## src/rtl/alu_rr_sched.sv

```systemverilog
// alu_rr_sched: round-robin front end for one shared pipelined ALU.
// Grants one requester per cycle, registers its operands into the ALU input
// stage, carries the requester id alongside the ALU pipeline and returns the
// registered result tagged with that id. Latency from handshake to result is
// fixed at ALU_LAT+2 cycles whatever the contention.
module alu_rr_sched #(
  parameter int N_REQ   = 4,
  parameter int IN_W    = 18,
  parameter int C_W     = 48,
  parameter int OUT_W   = 48,
  parameter int ALU_LAT = 3
) (
  input  logic                          clk,
  input  logic                          rst,
  input  logic                          en,
  input  logic [N_REQ-1:0]              req_valid,
  output logic [N_REQ-1:0]              req_ready,
  input  logic [N_REQ*IN_W-1:0]         req_a,
  input  logic [N_REQ*IN_W-1:0]         req_b,
  input  logic [N_REQ*IN_W-1:0]         req_d,
  input  logic [N_REQ*C_W-1:0]          req_c,
  input  logic [N_REQ-1:0]              req_cin,
  input  logic [N_REQ*2-1:0]            req_sel,
  output logic [IN_W-1:0]               alu_a,
  output logic [IN_W-1:0]               alu_b,
  output logic [IN_W-1:0]               alu_d,
  output logic [C_W-1:0]                alu_c,
  output logic                          alu_cin,
  output logic [1:0]                    alu_sel,
  input  logic [OUT_W-1:0]              alu_p,
  output logic                          res_valid,
  output logic [$clog2(N_REQ)-1:0]      res_id,
  output logic [OUT_W-1:0]              res_p,
  output logic [$clog2(ALU_LAT+3)-1:0]  inflight
);

  localparam int ID_W  = $clog2(N_REQ);
  localparam int CNT_W = $clog2(ALU_LAT + 3);
  // One tag stage sits beside the operand registers, then ALU_LAT stages
  // track the ALU itself, so the last stage lines up with a valid alu_p.
  localparam int TAG_DEPTH = ALU_LAT + 1;
  localparam int TAG_LAST  = TAG_DEPTH - 1;

  logic [ID_W-1:0]      ptr;
  logic                 grant_valid;
  logic [ID_W-1:0]      grant_id;
  logic [N_REQ-1:0]     grant_vec;

  logic [TAG_DEPTH-1:0] tag_valid;
  logic [ID_W-1:0]      tag_id [TAG_DEPTH];

  logic                 retire;

  // Round-robin search: first valid requester at or after ptr, modulo N_REQ.
  always_comb begin
    // NOTE: every variable written here gets a default first so no path
    // leaves it unassigned, which would otherwise infer a latch.
    logic             found;
    logic [ID_W-1:0]  idx;
    found       = 1'b0;
    idx         = '0;
    grant_id    = '0;
    grant_vec   = '0;
    for (int k = 0; k < N_REQ; k++) begin
      // NOTE: blocking assignments in combinational logic; the loop relies
      // on seeing the updated value of found within the same evaluation.
      idx = ptr + ID_W'(k);
      if (!found && req_valid[idx]) begin
        found    = 1'b1;
        grant_id = idx;
      end
    end
    grant_valid = en && !rst && found;
    if (grant_valid) begin
      grant_vec[grant_id] = 1'b1;
    end
  end

  assign req_ready = grant_vec;

  // Priority pointer moves just past the last granted requester.
  always_ff @(posedge clk) begin
    if (rst) begin
      ptr <= '0;
    end else if (grant_valid) begin
      // NOTE: sequential state uses non-blocking assignments so every
      // register samples pre-edge values regardless of block order.
      ptr <= grant_id + ID_W'(1);
    end
  end

  // ALU input stage: load the winner's operands, otherwise hold to avoid toggling.
  always_ff @(posedge clk) begin
    if (rst) begin
      alu_a   <= '0;
      alu_b   <= '0;
      alu_d   <= '0;
      alu_c   <= '0;
      alu_cin <= 1'b0;
      alu_sel <= '0;
    end else if (grant_valid) begin
      alu_a   <= req_a[grant_id*IN_W +: IN_W];
      alu_b   <= req_b[grant_id*IN_W +: IN_W];
      alu_d   <= req_d[grant_id*IN_W +: IN_W];
      alu_c   <= req_c[grant_id*C_W +: C_W];
      alu_cin <= req_cin[grant_id];
      alu_sel <= req_sel[grant_id*2 +: 2];
    end
  end

  // Tag pipeline: {valid, id} shifts every cycle in step with the ALU.
  always_ff @(posedge clk) begin
    if (rst) begin
      tag_valid <= '0;
      // NOTE: the id array is small and reset explicitly so a reset leaves
      // the whole tag pipeline in a known state, not only the valid bits.
      for (int s = 0; s < TAG_DEPTH; s++) begin
        tag_id[s] <= '0;
      end
    end else begin
      tag_valid[0] <= grant_valid;
      tag_id[0]    <= grant_id;
      for (int s = 1; s < TAG_DEPTH; s++) begin
        tag_valid[s] <= tag_valid[s-1];
        tag_id[s]    <= tag_id[s-1];
      end
    end
  end

  assign retire = tag_valid[TAG_LAST];

  // Result register: capture alu_p with its id when the last tag is valid.
  always_ff @(posedge clk) begin
    if (rst) begin
      res_valid <= 1'b0;
      res_id    <= '0;
      res_p     <= '0;
    end else begin
      res_valid <= retire;
      if (retire) begin
        res_id <= tag_id[TAG_LAST];
        res_p  <= alu_p;
      end
    end
  end

  // Outstanding count: up on a grant, down when a result is captured.
  always_ff @(posedge clk) begin
    if (rst) begin
      inflight <= '0;
    end else begin
      case ({grant_valid, retire})
        2'b10:   inflight <= inflight + CNT_W'(1);
        2'b01:   inflight <= inflight - CNT_W'(1);
        default: inflight <= inflight;
      endcase
    end
  end

endmodule

```

## config.mk

```make
export PLATFORM = sky130hd
export DESIGN_NAME = alu_rr_sched
export DESIGN_NICKNAME = d
export VERILOG_FILES = /design/src/rtl/alu_rr_sched.sv
export SDC_FILE = /design/constraint.sdc
export NUM_CORES = 1
export LEC_CHECK = 0
export CAP_MARGIN = 0
export CORE_AREA = 2 2 245 247
export DETAILED_ROUTE_END_ITERATION = 6
export DIE_AREA = 0 0 247 249
export GPL_TIMING_DRIVEN = 0
export PLACE_DENSITY = 0.47
export SLEW_MARGIN = 20
export SYNTH_ARGS = -nofsm -noshare
export SYNTH_HDL_FRONTEND = slang
export SYNTH_SLANG_ARGS = --single-unit
```

## constraint.sdc

```tcl
create_clock -name clk -period 3.3 [get_ports clk]
set_input_delay 0.66 -clock clk [delete_from_list [all_inputs] [get_ports clk]]
set_output_delay 0.66 -clock clk [all_outputs]
set_load 0.02 [all_outputs]
```

==> Word-level counts from Yosys, hierarchy flattened <==
Memory sizes are Yosys's and may differ from the RTL's. A register that Yosys moved wholly into a read port is not among the register bits.
Index checks and enable logic that the tools add are counted.
{ "totals": {"regBits": 163, "mem_bits_rw": 8, "output_inout_bits": 163, "wordCells": 77, "memories": 1} }
{ "memory_table": {"columns": ["name", "words", "width", "read_ports", "rd_ports_with_merged_regs", "wr", "line", "source"], "rows": [
  ["tag_id", 4, 2, 4, 1, 4, "50", "logic [ID_W-1:0] tag_id [TAG_DEPTH];"]
]} }
{ "classes": {"addsub": 6, "mul": 2, "magnitude_cmp": 6, "n_eq_ne": 2, "shift": 5, "mux": 29, "bitwise_logic": 4, "reduce_logical": 11} }
{ "ops": {"columns": ["op", "count"], "rows": [
  ["72-bit by 8-bit variable part select with 18-bit output", 3],
  ["192-bit by 9-bit variable part select with 48-bit output", 1],
  ["2-bit 2-to-1 mux", 8],
  ["2-bit by 3-bit less-than comparator with 1-bit output (second input constant)", 5],
  ["1-bit 2-to-1 mux", 13],
  ["1-bit binary-select mux with 2-bit select", 5],
  ["8-bit by 4-bit variable part select with 2-bit output", 1],
  ["1-bit logical AND", 6],
  ["2-bit by 4-bit multiplier with 6-bit output (second input constant)", 1],
  ["3-bit case mux with 2 select lines", 1],
  ["2-bit by 1-bit adder with 2-bit output (second input constant)", 2],
  ["2-bit adder (second input constant)", 2],
  ["1-bit zero test", 4],
  ["2-bit by 2-bit multiplier with 4-bit output (second input constant)", 1],
  ["4-bit 2-to-1 mux", 1],
  ["1-bit bitwise OR", 4],
  ["3-bit by 1-bit adder with 3-bit output (second input constant)", 1],
  ["3-bit by 1-bit subtractor with 3-bit output (second input constant)", 1],
  ["1-bit demux with 2-bit select", 1],
  ["2-bit by 1-bit == test with 1-bit output (second input constant)", 1],
  ["2-bit == test (second input constant)", 1],
  ["2-bit by 1-bit greater-or-equal comparator with 1-bit output (second input constant)", 1],
  ["2-bit nonzero test", 1]
]} }

==> Depth between registers and ports, before layout <==
Gate-level depths: netlist of run 1.
{ "depth": {"word_depth": 17, "depth_mapped": 9, "depth_no_buf": 8} }

==> Worst setup path before layout of run 1 <==
Ideal clock, no wire load.
{ "synth_timing": {"path_type": "input to output", "start": "input req_valid[0]", "end": "output req_ready[0]", "arrival_time_ns": 2.109, "required_time_ns": 2.640, "setup_slack_ns": 0.531, "path_stages": 9, "n_path_buf": 3, "cell_sequence": "nor2b_1 > o21a_1 > buf_4 > nor2_8 > buf_6 > buf_6 > inv_1 > ha_1 > and2_1"} }
{ "synth_via": {"elab_chain_cells": 17, "word_cells_on_any_way": 29, "classes_between": "order compare (2); mux (19); reduce/logical (8)"} }
{ "synth_rtl": {"columns": ["item", "line", "source"], "rows": [
  ["start, declared", "16", "input logic [N_REQ-1:0] req_valid,"],
  ["1-bit binary-select mux with 2-bit select", "68", "if (!found && req_valid[idx]) begin"],
  ["1-bit 2-to-1 mux (implied by the code)", "68", null],
  ["1-bit 2-to-1 mux", "68", null],
  ["1-bit zero test", "68", null],
  ["1-bit logical AND", "68", null],
  ["1-bit 2-to-1 mux", "68", null],
  ["1-bit zero test", "68", null],
  ["1-bit logical AND", "68", null],
  ["(+2 left out)", null, null],
  ["1-bit logical AND", "68", null],
  ["2-bit 2-to-1 mux (*)", "68", null],
  ["named net grant_id[1]", "46", "logic [ID_W-1:0] grant_id;"],
  ["2-bit by 3-bit less-than comparator with 1-bit output (implied by the code) or 2-bit by 1-bit greater-or-equal comparator with 1-bit output (tied branches)", "75", "grant_vec[grant_id] = 1'b1;"],
  ["1-bit logical AND (implied by the code)", "75", null],
  ["1-bit 2-to-1 mux (implied by the code)", "75", null],
  ["1-bit demux with 2-bit select (*)", "75", null],
  ["4-bit 2-to-1 mux (*)", "74", "if (grant_valid) begin"],
  ["end, declared", "17", "output logic [N_REQ-1:0] req_ready,"]
]} }
Mark *: on every way through the listed nets, which the timed path passes. The rest lies on a longest branch. The select of a mux whose other input is x is not followed.

==> Worst setup path after layout of run 1 <==
{ "layout_timing": {"start": "input req_valid[0]", "end": "output req_ready[0]"} }
{ "layout_via": {"elab_chain_cells": 17, "word_cells_on_any_way": 29, "classes_between": "order compare (2); mux (19); reduce/logical (8)"} }
{ "layout_rtl": {"columns": ["item", "line"], "rows": [
  ["1-bit binary-select mux with 2-bit select", "68"],
  ["1-bit 2-to-1 mux (implied by the code)", "68"],
  ["1-bit 2-to-1 mux", "68"],
  ["1-bit zero test", "68"],
  ["1-bit logical AND", "68"],
  ["1-bit 2-to-1 mux", "68"],
  ["1-bit zero test", "68"],
  ["1-bit logical AND", "68"],
  ["1-bit 2-to-1 mux", "68"],
  ["1-bit zero test", "68"],
  ["1-bit logical AND", "68"],
  ["2-bit 2-to-1 mux", "68"],
  ["2-bit by 3-bit less-than comparator with 1-bit output (implied by the code) or 2-bit by 1-bit greater-or-equal comparator with 1-bit output (tied branches)", "75"],
  ["1-bit logical AND (implied by the code)", "75"],
  ["1-bit 2-to-1 mux (implied by the code)", "75"],
  ["1-bit demux with 2-bit select", "75"],
  ["4-bit 2-to-1 mux (*)", "74"]
]} }
Every way passes the cells marked *; elsewhere a longest branch is shown, timed or not. The select of a mux whose other input is x is not followed.

==> results.py, run 1 <==
metrics = {
    "run_status": {
        "outcome": "finished, final reports clean",
    },
    "synthesis": {
        "syn_area_mm2": 0.00915,
        "synthCells": 1069,
        "synth_top_area_share_pct": 37.8,
        "synth.most_common_cell": "dfxtp_1",
        "synth_warnings": 0,
        "synth.top_cells.by_count": "173 x dfxtp_1, 156 x mux2i_1, 111 x nand2_1, 107 x o21ai_0",
        "ys_ff_latch": 173,
        "synthDistinctLibCells": 35,
        "syn_nets": 1550,
        "synth_area_per_cell_um2": 8.56,
        "yosys.area.top_type": "dfxtp_1",
        "synthArstFlopShare_pct": 0,
        "synthFlopType": "dfxtp_1",
        "synth.area.top_cells": "dfxtp_1 38%, mux2i_1 17%, a21o_1 8.6%, o211ai_1 8.6%, o21ai_0 5.9%",
        "synth_edf_count": 0,
        "synth-seq-area-share_pct": 37.8,
    },
    "clocking": {
        "max-clock-path-buffers": 2,
        "htreeDepth": 4,
        "clk_pin_slew_ns": 0.09,
        "hold_buffers": 0,
        "clock_sinks": 173,
        "root_buffer": "clkbuf_16",
        "cts_buffers": 17,
        "clock_latency_ns": 0.49,
        "cts_tree": "built",
    },
    "worst_setup_path": {
        "cp.arrival_ns": 2.52,
        "critPathKind": "input port to output pin",
        "endpoint_kind": "output pin",
        "slowest_delay_ns": 0.31,
        "startpoint_type": "input port",
        "critical_path_required_ns": 2.64,
        "slowest_stage": "dlygate4sd2_1",
        "crit_path_max_fanout": 10,
        "path_cells": "dlygate4sd2_1 > nor2b_2 > o21a_4 > buf_6 > nor2_8 > buf_12 > inv_1 > ha_1 > and2_1 > clkdlybuf4s15_2",
    },
    "sta": {
        "rsz0062_at_grt": "false",
        "fin_crit_sh_pct": 96.3,
        "hold-worst-slack_ns": 0.432,
        "fin_skew_ns": 0.00974,
        "slew_headroom_pct": 31.1,
        "setup_tns_ns": 0,
        "setup_ws_ns": 0.122,
        "period_needed_ns": 3.18,
        "finalHoldViolations": 0,
        "slew_violations": 0,
        "max_freq_mhz": 315,
        "tightest_slew_ns": 1.03,
        "setup_viol": 0,
    },
    "power": {
        "p_leak_nw": 5.97,
        "ir_drop_mv": 0.414,
        "cellPowerDensity_mw_per_mm2": 404,
        "finalPower_mw": 6.96,
    },
    "routing": {
        "wl_um": 52400,
        "wl_met3_um": 4050,
        "drc": 0,
        "wl_met1_um": 20600,
        "wl_per_cell_um": 20.8,
        "post_drt_via_cell_ratio": 4.28,
        "drt_iter0_markers": 499,
        "wl_met2_um": 25800,
        "dr.max_layer_used": "met5",
        "vias": 10800,
        "drt_pass1_iterations": 5,
        "drtAntennaViolNets": 0,
    },
    "place": {
        "post-place-ws_ns": -1.61,
        "place_congestion": 0.872,
        "numPortBuffers": 636,
        "postPlaceCellArea_mm2": 0.0165,
        "hpwl_um": 41500,
        "dp_cells": 2478,
    },
    "min_path": {
        "hold_path_class": "flop to flop",
    },
    "global_route": {
        "overflow": 0,
        "grt_pass1_wl_um": 73600,
        "grt_max_degree": 22,
        "grt_pass1_vias": 11100,
        "antenna_found_initial": 5,
        "track_usage_pct": 16.6,
    },
    "die": {
        "dieArea_mm2": 0.0615,
        "core_mm2": 0.0587,
        "start_util_pct": 15.6,
        "ioPinCount": 638,
        "die_w_um": 247,
        "die_y_um": 249,
        "rows": 89,
    },
    "run": {
        "drv_cap": 0,
    },
    "finish": {
        "final_nets": 2211,
        "area_delta_synth_final_pct": 88.3,
        "design_area_mm2": 0.0172,
        "finish.utilization_pct": 29.4,
        "final-instance-count-excl-fill": 2518,
        "drive_above_1_share_pct": 5.11,
        "fill_cells": 6256,
    },
}
sequential cells by signal, indices dropped and copies added, names as in the netlist, 3 cells and up:
signal,flops
inflight,3
tag_id,8
alu_a,18
alu_c,48
alu_d,18
res_p,48
alu_b,18
tag_valid,4
worst paths after layout:
check,depth (start not counted),end,slack (ns),startpoint
worst max register to register,7,alu_c[5],0.53,ptr[0]
worst max-delay path,10,req_ready[0],0.12,req_valid[0]
worst min-delay path,1,tag_valid[3],0.43,tag_valid[2]
worst min register to register,1,tag_valid[3],0.43,tag_valid[2]
kinds of logic (layout without fill, tap and decap cells):
| group | after synthesis | after routing | synth area share (%) |
|---|---|---|---|
| buf+inv | 109 | 783 | 5.43 |
| flops | 173 | 173 | 37.8 |
| fa+ha+maj | 6 | 6 | 0.902 |
| xor+xnor | 2 | 2 | 0.191 |
| simple gates | 293 | 293 | 14.2 |
| mux | 156 | 156 | 17.1 |
| compound gates | 330 | 330 | 24.3 |
| other cells | 0 | 2 | 0 |
repair_timing:
item,4_1_cts,5_1_grt
pin swaps,2,0
endpoints found under the setup margin,4,1
cloned,1,0
setup buffers,6,0
resized for setup,26,2
endpoints found under the hold margin,0,0
area by class of cell:
| type | instances | area, um^2 | share of cell area [%] |
|---|---|---|---|
| multi-input cells | 787 | 5220 | 30.3 |
| inverters | 6 | 22.5 | 0.131 |
| flip-flops and latches | 173 | 3460 | 20.1 |
| repair buffers | 643 | 6450 | 37.4 |
| clock buffers | 17 | 425 | 2.47 |
| diodes | 2 | 5.00 | 0.0290 |
| plain buffers | 102 | 475 | 2.76 |
| clock inverters | 15 | 206 | 1.20 |
| well taps | 773 | 967 | 5.61 |
worst max-delay path, delay by kind of cell:
kind | cells | cell delay, ns
AOI/OAI and AO/OA | 1 | 0.22
adders and majority gates | 1 | 0.18
buffers and inverters | 5 | 0.92
and+or+nand+nor | 3 | 0.50
power breakdown:
part	leakage, nW	internal [mW]	switching [mW]
registers	1.42	2.27	0.105
logic	4.25	1.19	1.16
clock network	0.304	1.05	1.20
cells in the final DEF, fill, tap and decap left out, types with 2 or more instances in the layout:
master,instances
o21ai_0,106
buf_4,11
clkinv_4,2
diode_2,2
ha_1,5
o211ai_1,105
mux2i_1,156
buf_2,23
nand2_1,111
buf_1,8
o21ai_1,3
clkdlybuf4s15_2,3
inv_8,3
clkbuf_1,61
dfxtp_1,173
a21oi_1,3
nor2_2,2
dlygate4sd2_1,3
buf_12,2
buf_6,3
inv_1,6
inv_12,3
nor2b_1,10
clkdlybuf4s50_1,628
clkbuf_16,17
nand3_1,105
clkinv_8,6
nor2_1,55
a21o_1,105
and2_1,4
routing by layer:
| layer | vias up | global-route usage [%] |
|---|---|---|
| met1 | 5044 | 18.6 |
| met3 | 79 | 4.88 |
| met2 | 455 | 28.6 |
| met5 | - | 0 |
| met4 | 4 | 7.56 |
| li1 | 5183 | - |
Power figures use the tool's default switching activity.
==> inputs of run 2 (changes only) <==
Settings changed: HOLD_SLACK_MARGIN set to 0.06.
==> results of run 2 <==
Same layout as run 1: the final DEF is identical, and so are final timing and power.
==> inputs of run 3 (changes only) <==
==> constraint.sdc (replaced) <==
create_clock -name clk -period 3.3 [get_ports clk]
set_input_delay 0.495 -clock clk [delete_from_list [all_inputs] [get_ports clk]]
set_output_delay 0.495 -clock clk [all_outputs]
set_load 0.02 [all_outputs]
==> results.py, run 3 (synthesis gave the netlist of run 1 again) <==
metrics = {
    "run_status": {
        "outcome": "finished, final reports clean",
    },
    "min_path": {
        "min-delay-start": "tag_valid[2]",
        "hold_path_class": "flop to flop",
        "hold_path_depth": 1,
        "hold_path_end": "tag_valid[3]",
    },
    "finish": {
        "reg.largest.list": "alu_c x48, res_p x48",
        "drive_above_1_share_pct": 4.82,
        "finish.utilization_pct": 29.3,
        "multi_input_area_mm2": 0.00520,
        "design_area_mm2": 0.0172,
        "final_common_cell": "clkdlybuf4s50_1",
        "area_delta_synth_final_pct": 88.2,
        "fill_cells": 6250,
        "final_nets": 2211,
        "regArea_mm2": 0.00346,
        "final_cell_mix": "631 x clkdlybuf4s50_1, 173 x dfxtp_1, 156 x mux2i_1, 111 x nand2_1, 107 x o21ai_0",
    },
    "die": {
        "die_w_um": 247,
        "dieArea_mm2": 0.0615,
        "die_y_um": 249,
        "rows": 89,
        "start_util_pct": 15.6,
        "core_mm2": 0.0587,
        "ioPinCount": 638,
    },
    "worst_setup_path": {
        "critical_path_required_ns": 2.80,
        "r2r_slack_ns": 0.39,
        "r2r-start": "ptr[0]",
        "crit_path_max_fanout": 5,
        "startpoint_type": "input port",
        "critPathKind": "input port to output pin",
        "cp.arrival_ns": 2.68,
        "worstReg2RegEnd": "alu_c[5]",
        "reg2regPathDepth": 7,
        "endpoint_kind": "output pin",
    },
    "routing": {
        "drc": 0,
        "drtAntennaViolNets": 0,
        "post_drt_via_cell_ratio": 4.29,
        "wl_per_cell_um": 20.8,
        "drt_iter0_markers": 483,
        "drt_pass1_iterations": 5,
        "wl_um": 52400,
        "vias": 10800,
    },
    "sta": {
        "slew_headroom_pct": 29.8,
        "setup_ws_ns": 0.122,
        "fin_crit_sh_pct": 96.3,
        "tightest_slew_ns": 1.05,
        "period_needed_ns": 3.18,
        "slew_violations": 0,
        "rsz0062_at_grt": "false",
        "setup_viol": 0,
        "max_freq_mhz": 315,
        "fin_skew_ns": 0.00902,
        "setup_tns_ns": 0,
        "finalHoldViolations": 0,
    },
    "global_route": {
        "overflow": 0,
        "grt_max_degree": 22,
        "track_usage_pct": 16.6,
        "antenna_found_initial": 4,
        "grt_pass1_wl_um": 73600,
        "grt_pass1_vias": 11100,
    },
    "power": {
        "power_frac_clock_pct": 32.2,
        "cellPowerDensity_mw_per_mm2": 404,
        "p_leak_nw": 5.97,
        "p_int_mw": 4.50,
        "finalPower_mw": 6.96,
        "ir_drop_mv": 0.414,
        "seqPwrFrac_pct": 34.1,
        "switching_share_pct": 35.3,
        "p_comb_share_pct": 33.7,
        "p_switching_mw": 2.46,
    },
    "run": {
        "drv_cap": 0,
    },
    "clocking": {
        "root_buffer": "clkbuf_16",
        "clk_pin_slew_ns": 0.09,
        "htreeDepth": 4,
        "clock_latency_ns": 0.49,
        "max-clock-path-buffers": 2,
        "cts_tree": "built",
        "clock_sinks": 173,
        "hold_buffers": 0,
        "cts_buffers": 17,
    },
    "place": {
        "postPlaceCellArea_mm2": 0.0165,
        "hpwl_um": 41500,
        "place_congestion": 0.872,
        "numPortBuffers": 636,
        "post-place-ws_ns": -1.28,
    },
}
==> run 3: worst max path at each step <==
| stage | startpoint | end | slack [ns] | cells after the start |
|---|---|---|---|---|
| 5_1_grt | req_valid[0] | req_ready[3] | 0.007 | 9 |
| 3_5_place_dp | req_valid[0] | req_ready[1] | -1.28 | 11 |
| 3_3_place_gp | req_valid[0] | req_ready[1] | -1.18 | 11 |
| 6_report | req_valid[0] | req_ready[3] | 0.12 | 9 |
| 2_1_floorplan | req_valid[0] | req_ready[0] | 0.86 | 9 |
| 4_1_cts | req_valid[1] | req_ready[1] | 0.04 | 9 |
==> run 3: timing repair <==
action,4_1_cts,5_1_grt
cloned,1,0
endpoints found under the hold margin,0,0
gates resized for setup,10,4
endpoints found under the setup margin,4,2
pin swaps,2,0
buffers inserted,6,0
==> run 3: power groups by stage <==
stage               logic (mW)  clock network (mW)  registers (mW)
floorplan                0.799                   0            2.61
global placement          2.32                   0            2.41
detailed placement        2.32                   0            2.42
CTS                       2.38                2.36            2.37
global route              2.50                2.41            2.39
finish                    2.35                2.24            2.37
==> run 3: critical path: stages <==
cell and delay, ns:
clkdlybuf4s50_1 0.54, nor2b_2 0.24, o21ai_1 0.20, o21ai_0 0.18
or2_2 0.35, inv_1 0.09, ha_1 0.13, and2_1 0.12
clkdlybuf4s15_1 0.33
==> run 3: metal layers <==
layer  share of wire (%)  wire length (um)  GRT usage [%]  vias up
li1                    -                 -              -     5176
met1                  39             20600           18.6     5073
met2                  49             25800           28.6      456
met3                 7.8              4110           4.88       81
met4                 3.6              1880           7.56        4
met5               0.052                27              0        -
==> run 3: area by class of cell <==
type / count / share of cell area, %
diodes: 1 / 0.0145
plain buffers: 102 / 2.76
clock buffers: 17 / 2.47
clock inverters: 15 / 1.20
inverters: 6 / 0.131
multi-input cells: 787 / 30.2
flip-flops and latches: 173 / 20.1
well taps: 773 / 5.62
repair buffers: 643 / 37.5
==> run 3: metrics by stage <==
step / std cells / hold slack (ns)
after floorplan: 1069 / 0.414
after global placement: 2478 / 0.417
after detailed placement: 2478 / 0.420
after CTS: 2516 / 0.432
after global routing: 2517 / 0.447
final: 2517 / 0.433
